$ cat config.mk
export PLATFORM = sky130hd
export DESIGN_NAME = vga_sync_decoder
export DESIGN_NICKNAME = d
export VERILOG_FILES = /design/src/rtl/vga_sync_decoder.sv
export SDC_FILE = /design/constraint.sdc
export NUM_CORES = 1
export LEC_CHECK = 0
export CORE_UTILIZATION = 40
export CTS_CLUSTER_DIAMETER = 150
export DETAILED_ROUTE_END_ITERATION = 16
export PLACE_DENSITY = 0.59
export RECOVER_POWER = 25
export SETUP_SLACK_MARGIN = 0.1
export SYNTH_ARGS = -nofsm -noshare
export SYNTH_HDL_FRONTEND = slang
export SYNTH_SLANG_ARGS = --single-unit
$ cat constraint.sdc
create_clock -name CLK -period 7.3 [get_ports CLK]
set_input_delay 1.46 -clock CLK [delete_from_list [all_inputs] [get_ports CLK]]
set_output_delay 1.46 -clock CLK [all_outputs]
set_load 0.01 [all_outputs]
$ cat src/rtl/vga_sync_decoder.sv
// vga_sync_decoder
// Receive-side raster decoder. It rebuilds horizontal and vertical position
// from incoming HSYNC/VSYNC and measures each line and frame length. It
// asserts LOCKED after LOCK_FRAMES consecutive frames that match the
// expected H_TOTAL x V_TOTAL raster. ERR is sticky and is set whenever lock
// is lost.
module vga_sync_decoder #(
  parameter int unsigned H_TOTAL     = 1056,
  parameter int unsigned V_TOTAL     = 628,
  parameter bit          SYNC_POL    = 1'b1,
  parameter int unsigned LOCK_FRAMES = 2
) (
  input  logic        CLK,
  input  logic        RST_N,
  input  logic        PIX_EN,
  input  logic        HSYNC,
  input  logic        VSYNC,
  output logic [10:0] Hcnt,
  output logic [10:0] Vcnt,
  output logic [10:0] H_MEAS,
  output logic [10:0] V_MEAS,
  output logic        FRAME_START,
  output logic        LOCKED,
  output logic        ERR
);

  localparam logic [10:0] CNT_MAX   = 11'h7FF;
  localparam logic [11:0] H_TOTAL_L = 12'(H_TOTAL);
  localparam logic [11:0] V_TOTAL_L = 12'(V_TOTAL);
  localparam logic [3:0]  LOCK_N    = 4'(LOCK_FRAMES);

  typedef enum logic {SEARCH, LOCK} state_t;

  state_t      state;
  logic [3:0]  good_cnt;
  logic        hs_prev, vs_prev;
  logic        v_pend;
  logic        h_seen, v_seen;
  logic        line_bad;

  logic        hs_act, vs_act;
  logic        h_edge, v_edge;
  logic        frame_start;
  logic        h_sat;
  logic [11:0] h_len, v_len;
  logic [10:0] h_meas_next, v_meas_next;
  logic        line_bad_now;
  logic        frame_meas;
  logic        frame_len_bad;
  logic        frame_good;

  // Sync levels normalised so that 1 always means "sync active".
  assign hs_act = (HSYNC == SYNC_POL);
  assign vs_act = (VSYNC == SYNC_POL);

  // Leading edges are taken only on pixel strobes.
  assign h_edge = PIX_EN & hs_act & ~hs_prev;
  assign v_edge = PIX_EN & vs_act & ~vs_prev;

  // A pending or coincident V edge promotes the next H edge to a frame start.
  assign frame_start = h_edge & (v_pend | v_edge);

  // Hcnt is about to reach its ceiling on this strobe: HSYNC has gone missing.
  assign h_sat = PIX_EN & ~h_edge & (Hcnt == CNT_MAX - 11'd1);

  // The line or frame length that ends on this edge, widened so it cannot wrap.
  assign h_len       = {1'b0, Hcnt} + 12'd1;
  assign v_len       = {1'b0, Vcnt} + 12'd1;
  assign h_meas_next = h_len[11] ? CNT_MAX : h_len[10:0];
  assign v_meas_next = v_len[11] ? CNT_MAX : v_len[10:0];

  // Judge a line only when its start edge was real (not the first after alignment).
  assign line_bad_now  = h_edge & h_seen & (h_len != H_TOTAL_L);
  assign frame_meas    = frame_start & v_seen;
  assign frame_len_bad = (v_len != V_TOTAL_L);
  // Include the line that closes on this very edge in the frame verdict.
  assign frame_good    = ~frame_len_bad & ~line_bad & ~line_bad_now;

  // Edge-detect history, position counters and the frame-start pulse.
  // NOTE: state is updated with non-blocking assignments so that every
  // register samples the pre-edge values of the others, just like the hardware.
  always_ff @(posedge CLK or negedge RST_N) begin
    if (!RST_N) begin
      hs_prev     <= 1'b0;
      vs_prev     <= 1'b0;
      v_pend      <= 1'b0;
      Hcnt        <= '0;
      Vcnt        <= '0;
      FRAME_START <= 1'b0;
    end else begin
      FRAME_START <= frame_start;
      if (PIX_EN) begin
        hs_prev <= hs_act;
        vs_prev <= vs_act;
        if (h_edge)
          Hcnt <= '0;
        else if (Hcnt != CNT_MAX)
          Hcnt <= Hcnt + 11'd1;
        if (frame_start) begin
          Vcnt   <= '0;
          v_pend <= 1'b0;
        end else begin
          if (v_edge)
            v_pend <= 1'b1;
          if (h_edge && (Vcnt != CNT_MAX))
            Vcnt <= Vcnt + 11'd1;
        end
      end
    end
  end

  // Line and frame length measurement, alignment flags and the bad-line flag.
  always_ff @(posedge CLK or negedge RST_N) begin
    if (!RST_N) begin
      H_MEAS   <= '0;
      V_MEAS   <= '0;
      h_seen   <= 1'b0;
      v_seen   <= 1'b0;
      line_bad <= 1'b0;
    end else if (h_edge) begin
      if (h_seen)
        H_MEAS <= h_meas_next;
      h_seen <= 1'b1;
      if (frame_start) begin
        if (v_seen)
          V_MEAS <= v_meas_next;
        v_seen   <= 1'b1;
        line_bad <= 1'b0;
      end else if (line_bad_now) begin
        line_bad <= 1'b1;
      end
    end else if (h_sat) begin
      // Timing was lost; the next edges only re-align and are not measured.
      h_seen <= 1'b0;
      v_seen <= 1'b0;
    end
  end

  // Lock state machine: count good frames in SEARCH, drop on any defect in LOCK.
  always_ff @(posedge CLK or negedge RST_N) begin
    if (!RST_N) begin
      state    <= SEARCH;
      good_cnt <= '0;
      LOCKED   <= 1'b0;
      ERR      <= 1'b0;
    end else begin
      case (state)
        SEARCH: begin
          if (h_sat) begin
            good_cnt <= '0;
          end else if (frame_meas) begin
            if (frame_good) begin
              good_cnt <= good_cnt + 4'd1;
              if (good_cnt + 4'd1 == LOCK_N) begin
                state  <= LOCK;
                LOCKED <= 1'b1;
              end
            end else begin
              good_cnt <= '0;
            end
          end
        end
        LOCK: begin
          if (line_bad_now || (frame_meas && frame_len_bad) || h_sat) begin
            state    <= SEARCH;
            LOCKED   <= 1'b0;
            good_cnt <= '0;
            ERR      <= 1'b1;
          end
        end
        default: begin
          state  <= SEARCH;
          LOCKED <= 1'b0;
        end
      endcase
    end
  end

endmodule

======== Word level (Yosys, flattened, before mapping) ========
Cells that the tools add are included.
storage, ports and cells
  register bits after elaboration ......... 58
  input port bits ......................... 5
  output and inout bits ................... 47
  logic and storage cells ................. 103
cells by class
  add/sub/neg operators ................... 5
  equality and inequality tests ........... 13
  muxes and demuxes ....................... 31
  bitwise gates (word level) .............. 20
  reductions and logical operators ........ 19
operators with widths
  kind                                                                       number
  11-bit two-way mux                                                         6
  11-bit by 1-bit adder with 12-bit output, second input constant            2
  11-bit by 1-bit adder with 11-bit output, second input constant            2
  11-bit inequality test, second input constant                              2
  1-bit two-way mux                                                          18
  4-bit two-way mux                                                          4
  2-bit AND reduction                                                        8
  1-bit AND                                                                  12
  12-bit by 10-bit inequality test with 1-bit output, second input constant  1
  12-bit by 11-bit inequality test with 1-bit output, second input constant  1
  11-bit equality test, second input constant                                1
  2-bit nonzero test                                                         5
  2-bit inequality test, second input constant                               4
  4-bit one-hot mux with 2 select lines                                      1
  1-bit NOT                                                                  7
  5-bit AND reduction                                                        1
  4-bit by 1-bit adder with 4-bit output, second input constant              1
  4-bit by 2-bit equality test with 1-bit output, second input constant      1
  2-bit by 1-bit inequality test with 1-bit output, second input constant    2
  1-bit one-hot mux with 2 select lines                                      2
  3-bit inequality test, second input constant                               1
  3-bit AND reduction                                                        1
  1-bit logical AND                                                          2
  1-bit logical OR                                                           2
  1-bit OR                                                                   1

======== Longest topological paths before layout ========
  depth in word-level cells ............... 10
  depth in mapped cells ................... 9
  gate-level depth less buffers ........... 8

======== Least setup slack after synthesis ========
No wires, ideal clock.
  path kind ............................... input to register
  start ................................... input PIX_EN
  end ..................................... register good_cnt[1]
  data arrival time ....................... 2.974 ns
  required time ........................... 7.175 ns
  slack ................................... 4.201 ns
  cell stages on the path ................. 8
  buffers on the path ..................... 1
  cell sequence ........................... buf_2 nand2_1 nor2_1 and2_0 o21a_1 nand2_1 and3_4 mux2_4
on the way
  cells in the longest elaborated chain, start to end .. 10
ends and longest elaborated chain
  item                                                                                   line      RTL
  start: declaration                                                                     15        input logic PIX_EN,
  1-bit AND (on tied branches) (2 in series)                                             57, 58
  1-bit AND or 1-bit OR (tied branches)                                                  73, 61
  1-bit AND (on tied branches)                                                           73, 61
  1-bit NOT or 1-bit AND (tied branches)                                                 77, 74
  1-bit AND or 1-bit logical AND (tied branches)                                         77, 164
  4-bit two-way mux or 1-bit logical OR (tied branches)                                  152, 164
  4-bit two-way mux or 1-bit logical OR (tied branches)                                  151, 164
  4-bit two-way mux or 2-bit by 1-bit inequality test with 1-bit output (tied branches)  -
  4-bit one-hot mux with 2 select lines or 2-bit AND reduction (tied branches)           -
  end signal: assignment                                                                 153       good_cnt <= good_cnt + 4'd1;
  end: declaration                                                                       35        logic [3:0] good_cnt;
Several ways; a longest one is shown, not always the timed one. The select of a mux whose other input is x is not followed.
A chain may end at the register's enable or synchronous reset.

==> results_dict.tcl <==
set metrics [dict create \
    reg2regPathDepth 8 \
    drcViolationCount 0 \
    p_comb_frac 0.295 \
    synthTopCellsByArea "dfrtp_1, nor2_1, nand2_1, o21ai_0, xor2_1" \
    rsz0062_at_grt "false" \
    dieArea_um2 8490 \
    p_sw_mw 0.358 \
    relSlewSlack -1.09 \
    cts_root_buffer "clkbuf_8" \
    antenna_found_initial 0 \
    n_antenna_cell 0 \
    dieHeight_um 92.1 \
    clk_pin_slew_ns 0.06 \
    grt_pass1_wl_um 13700 \
    cp_num_buf_inv 2 \
    synth_flop_cell "dfrtp_1" \
    ios 52 \
    start_kind "input port" \
    clock-sinks 58 \
    cts-hold-fix-buffers 0 \
    routed_wl_um 8050 \
    finalCritPeriodShare 0.551 \
    overflow 0 \
    ir_drop_mv 0.154 \
    clock_skew_ns 0.00831 \
    fin_tns_setup_ns 0 \
    rrSetupSlack_ns 4.22 \
    routabilityCongestion 0.820 \
    hp-start "ERR$_DFFE_PN0P_" \
    clock.fmax_ghz 0.249 \
    synth_top_area_share 0.447 \
    finalHoldViolations 0 \
    io_buffers 51 \
    syn-num-nets 376 \
    syn_avg_cell_area_um2 8.90 \
    cp.arrival_ns 3.77 \
    ant_nets 0 \
    async_reset_ff_frac 1.00 \
    critPathCaptureType "async pin" \
    crit_required_ns 7.05 \
    core_um2 7810 \
    clk_path_buf_depth 2 \
    min_to "ERR$_DFFE_PN0P_" \
    r2r-end "good_cnt[1]$_DFFE_PN0P_" \
    grt_pass1_vias 2654 \
    clock_latency_ns 0.34 \
    drt_iter0_markers 105 \
    dp.cells 501 \
    status "complete, but fails checks" \
    violations "capacitance limit, slew limit" \
    pwr-share-clk 0.269 \
    finalNonFillerCells 516 \
    wire_per_inst_um 15.6 \
    fp-row-count 32 \
    yosysSeqAreaShare 0.447 \
    p_leak_nw 1.63 \
    tightest_slew_ns 3.14 \
    vias 2743 \
    critPathKind "input port to async pin" \
    cp_slowest_cell "clkbuf_1" \
    power_density_nw_per_um2 272 \
    hold_path.class "flop to flop" \
    cts_resized 0 \
    sw_frac_of_total 0.330 \
    start_util 0.416 \
    ys_warn_count 0 \
    setup_viol 0 \
    ys_types 54 \
    yosysMostFrequentCell "dfrtp_1" \
    synth_edf_count 0 \
    grt_max_degree 59 \
    drv_cap 1 \
    reg2reg_from "Vcnt[0]$_DFFE_PN0P_" \
    crit_chain "buf_2 -> clkbuf_1" \
    post_cts_buffers 0 \
    netlist_instances 365 \
    nets 421 \
    synth_top_cell_by_area "dfrtp_1" \
    grtUsageTotal 0.208 \
    path_max_fanout 58 \
    pwr-share-seq 0.436 \
    cts_made_buffers 9 \
    cts_max_level 3 \
    ys_ff_latch 58 \
    drtPass1Iterations 4 \
    syn-cell-area_um2 3250 \
    crit_family "buffers and inverters" \
    critPathMaxStageDelay_ns 2.20 \
    hpwl_um 5570 \
    hold_path_depth 1 \
    fp.dieW_um 92.1 \
    syn_to_final_growth_pct 22.8 \
    period_needed_ns 4.02 \
    drive_gt1_frac 0.0604 \
    synth_commonest_cells "dfrtp_1, nor2_1, nand2_1, o21ai_0, a21oi_1" \
    via_per_inst 5.32 \
    cts_tree "done" \
    slew_violations 59 \
    cellInternalPower_mw 0.726 \
]
==> flip-flops by register name, indices dropped and copies added, names as in the netlist <==
name         flops
ERR              1
FRAME_START      1
H_MEAS          11
Hcnt            11
LOCKED           1
V_MEAS          11
Vcnt            11
good_cnt         4
h_seen           1
hs_prev          1
line_bad         1
state            1
v_pend           1
v_seen           1
vs_prev          1
==> worst max-delay path by stage <==
stage	startpoint	end	slack [ns]	cells after the start
floorplan	PIX_EN	good_cnt[1]$_DFFE_PN0P_	4.20	8
global placement	PIX_EN	V_MEAS[2]$_DFFE_PN0P_	3.45	6
detailed placement	PIX_EN	V_MEAS[8]$_DFFE_PN0P_	3.36	6
CTS	PIX_EN	V_MEAS[8]$_DFFE_PN0P_	3.72	6
global route	RST_N	H_MEAS[3]$_DFFE_PN0P_	2.52	2
finish	RST_N	Hcnt[9]$_DFFE_PN0P_	3.28	2
==> layout make-up <==
cell class	count	area (µm²)
clock buffer	12	145
clock inverter	3	40.0
fill	752	3820
inverter	11	41.3
multi-input combinational	276	1660
sequential	58	1450
tap	102	128
timing repair buffer	54	524
==> metrics by stage <==
step | hold WS (ns) | cell area [µm²] | utilization | total power, mW | setup WS, ns
2_1_floorplan | 0.464 | 3250 | - | 0.634 | 4.20
3_3_place_gp | 0.453 | 3810 | 0.488 | 0.795 | 3.45
3_5_place_dp | 0.456 | 3810 | 0.488 | 0.800 | 3.36
4_1_cts | 0.474 | 3990 | 0.511 | 1.10 | 3.72
5_1_grt | 0.509 | 3990 | 0.511 | 1.15 | 2.52
6_report | 0.471 | 3990 | 0.511 | 1.08 | 3.28
==> logic make-up (layout without fill, tap and decap cells) <==
kind of cell / count (synthesis) / in the layout / share of synthesized area
mux: 5 / 5 / 0.0169
simple gates: 152 / 152 / 0.229
fa+ha+maj: 6 / 6 / 0.0231
xor+xnor: 23 / 23 / 0.0620
compound gates: 90 / 90 / 0.180
buf+inv: 31 / 80 / 0.0427
flops: 58 / 58 / 0.447
==> power by group through the flow <==
stage | clock (mW) | combinational [mW] | sequential [mW]
3_3_place_gp | 0 | 0.319 | 0.476
2_1_floorplan | 0 | 0.168 | 0.467
6_report | 0.292 | 0.320 | 0.472
4_1_cts | 0.299 | 0.325 | 0.472
5_1_grt | 0.314 | 0.354 | 0.487
3_5_place_dp | 0 | 0.323 | 0.478
==> cell usage in the layout, fill, tap and decap left out, types with 2 or more instances in the layout <==
cell type / n
dfrtp_1: 58
ha_1: 6
nand4b_1: 2
clkinv_2: 2
nor2_1: 51
and3_1: 6
o21ai_0: 29
a32oi_1: 2
inv_1: 11
o21ai_1: 2
a21o_1: 2
o22a_1: 3
nand3_1: 18
clkbuf_1: 3
nand2b_1: 8
nand2_1: 39
a41oi_1: 2
a21oi_1: 20
buf_4: 2
a31oi_1: 6
and4_1: 3
a21boi_0: 2
o21ba_2: 2
nor3_1: 6
nor2b_1: 2
clkdlybuf4s50_1: 50
nand4_1: 3
clkbuf_8: 10
o41ai_1: 3
a211oi_1: 5
o31ai_1: 5
nor4_1: 2
xnor2_1: 11
mux2i_1: 4
xor2_1: 12
==> routing by layer <==
layer / vias up / global-route usage / share of wire
li1: 1382 / - / -
met5: - / 0 / 0
met2: 47 / 0.309 / 0.45
met1: 1298 / 0.296 / 0.50
met3: 16 / 0.0348 / 0.028
met4: 0 / 0.0951 / 0.021
(Power assumes the default switching activity.)
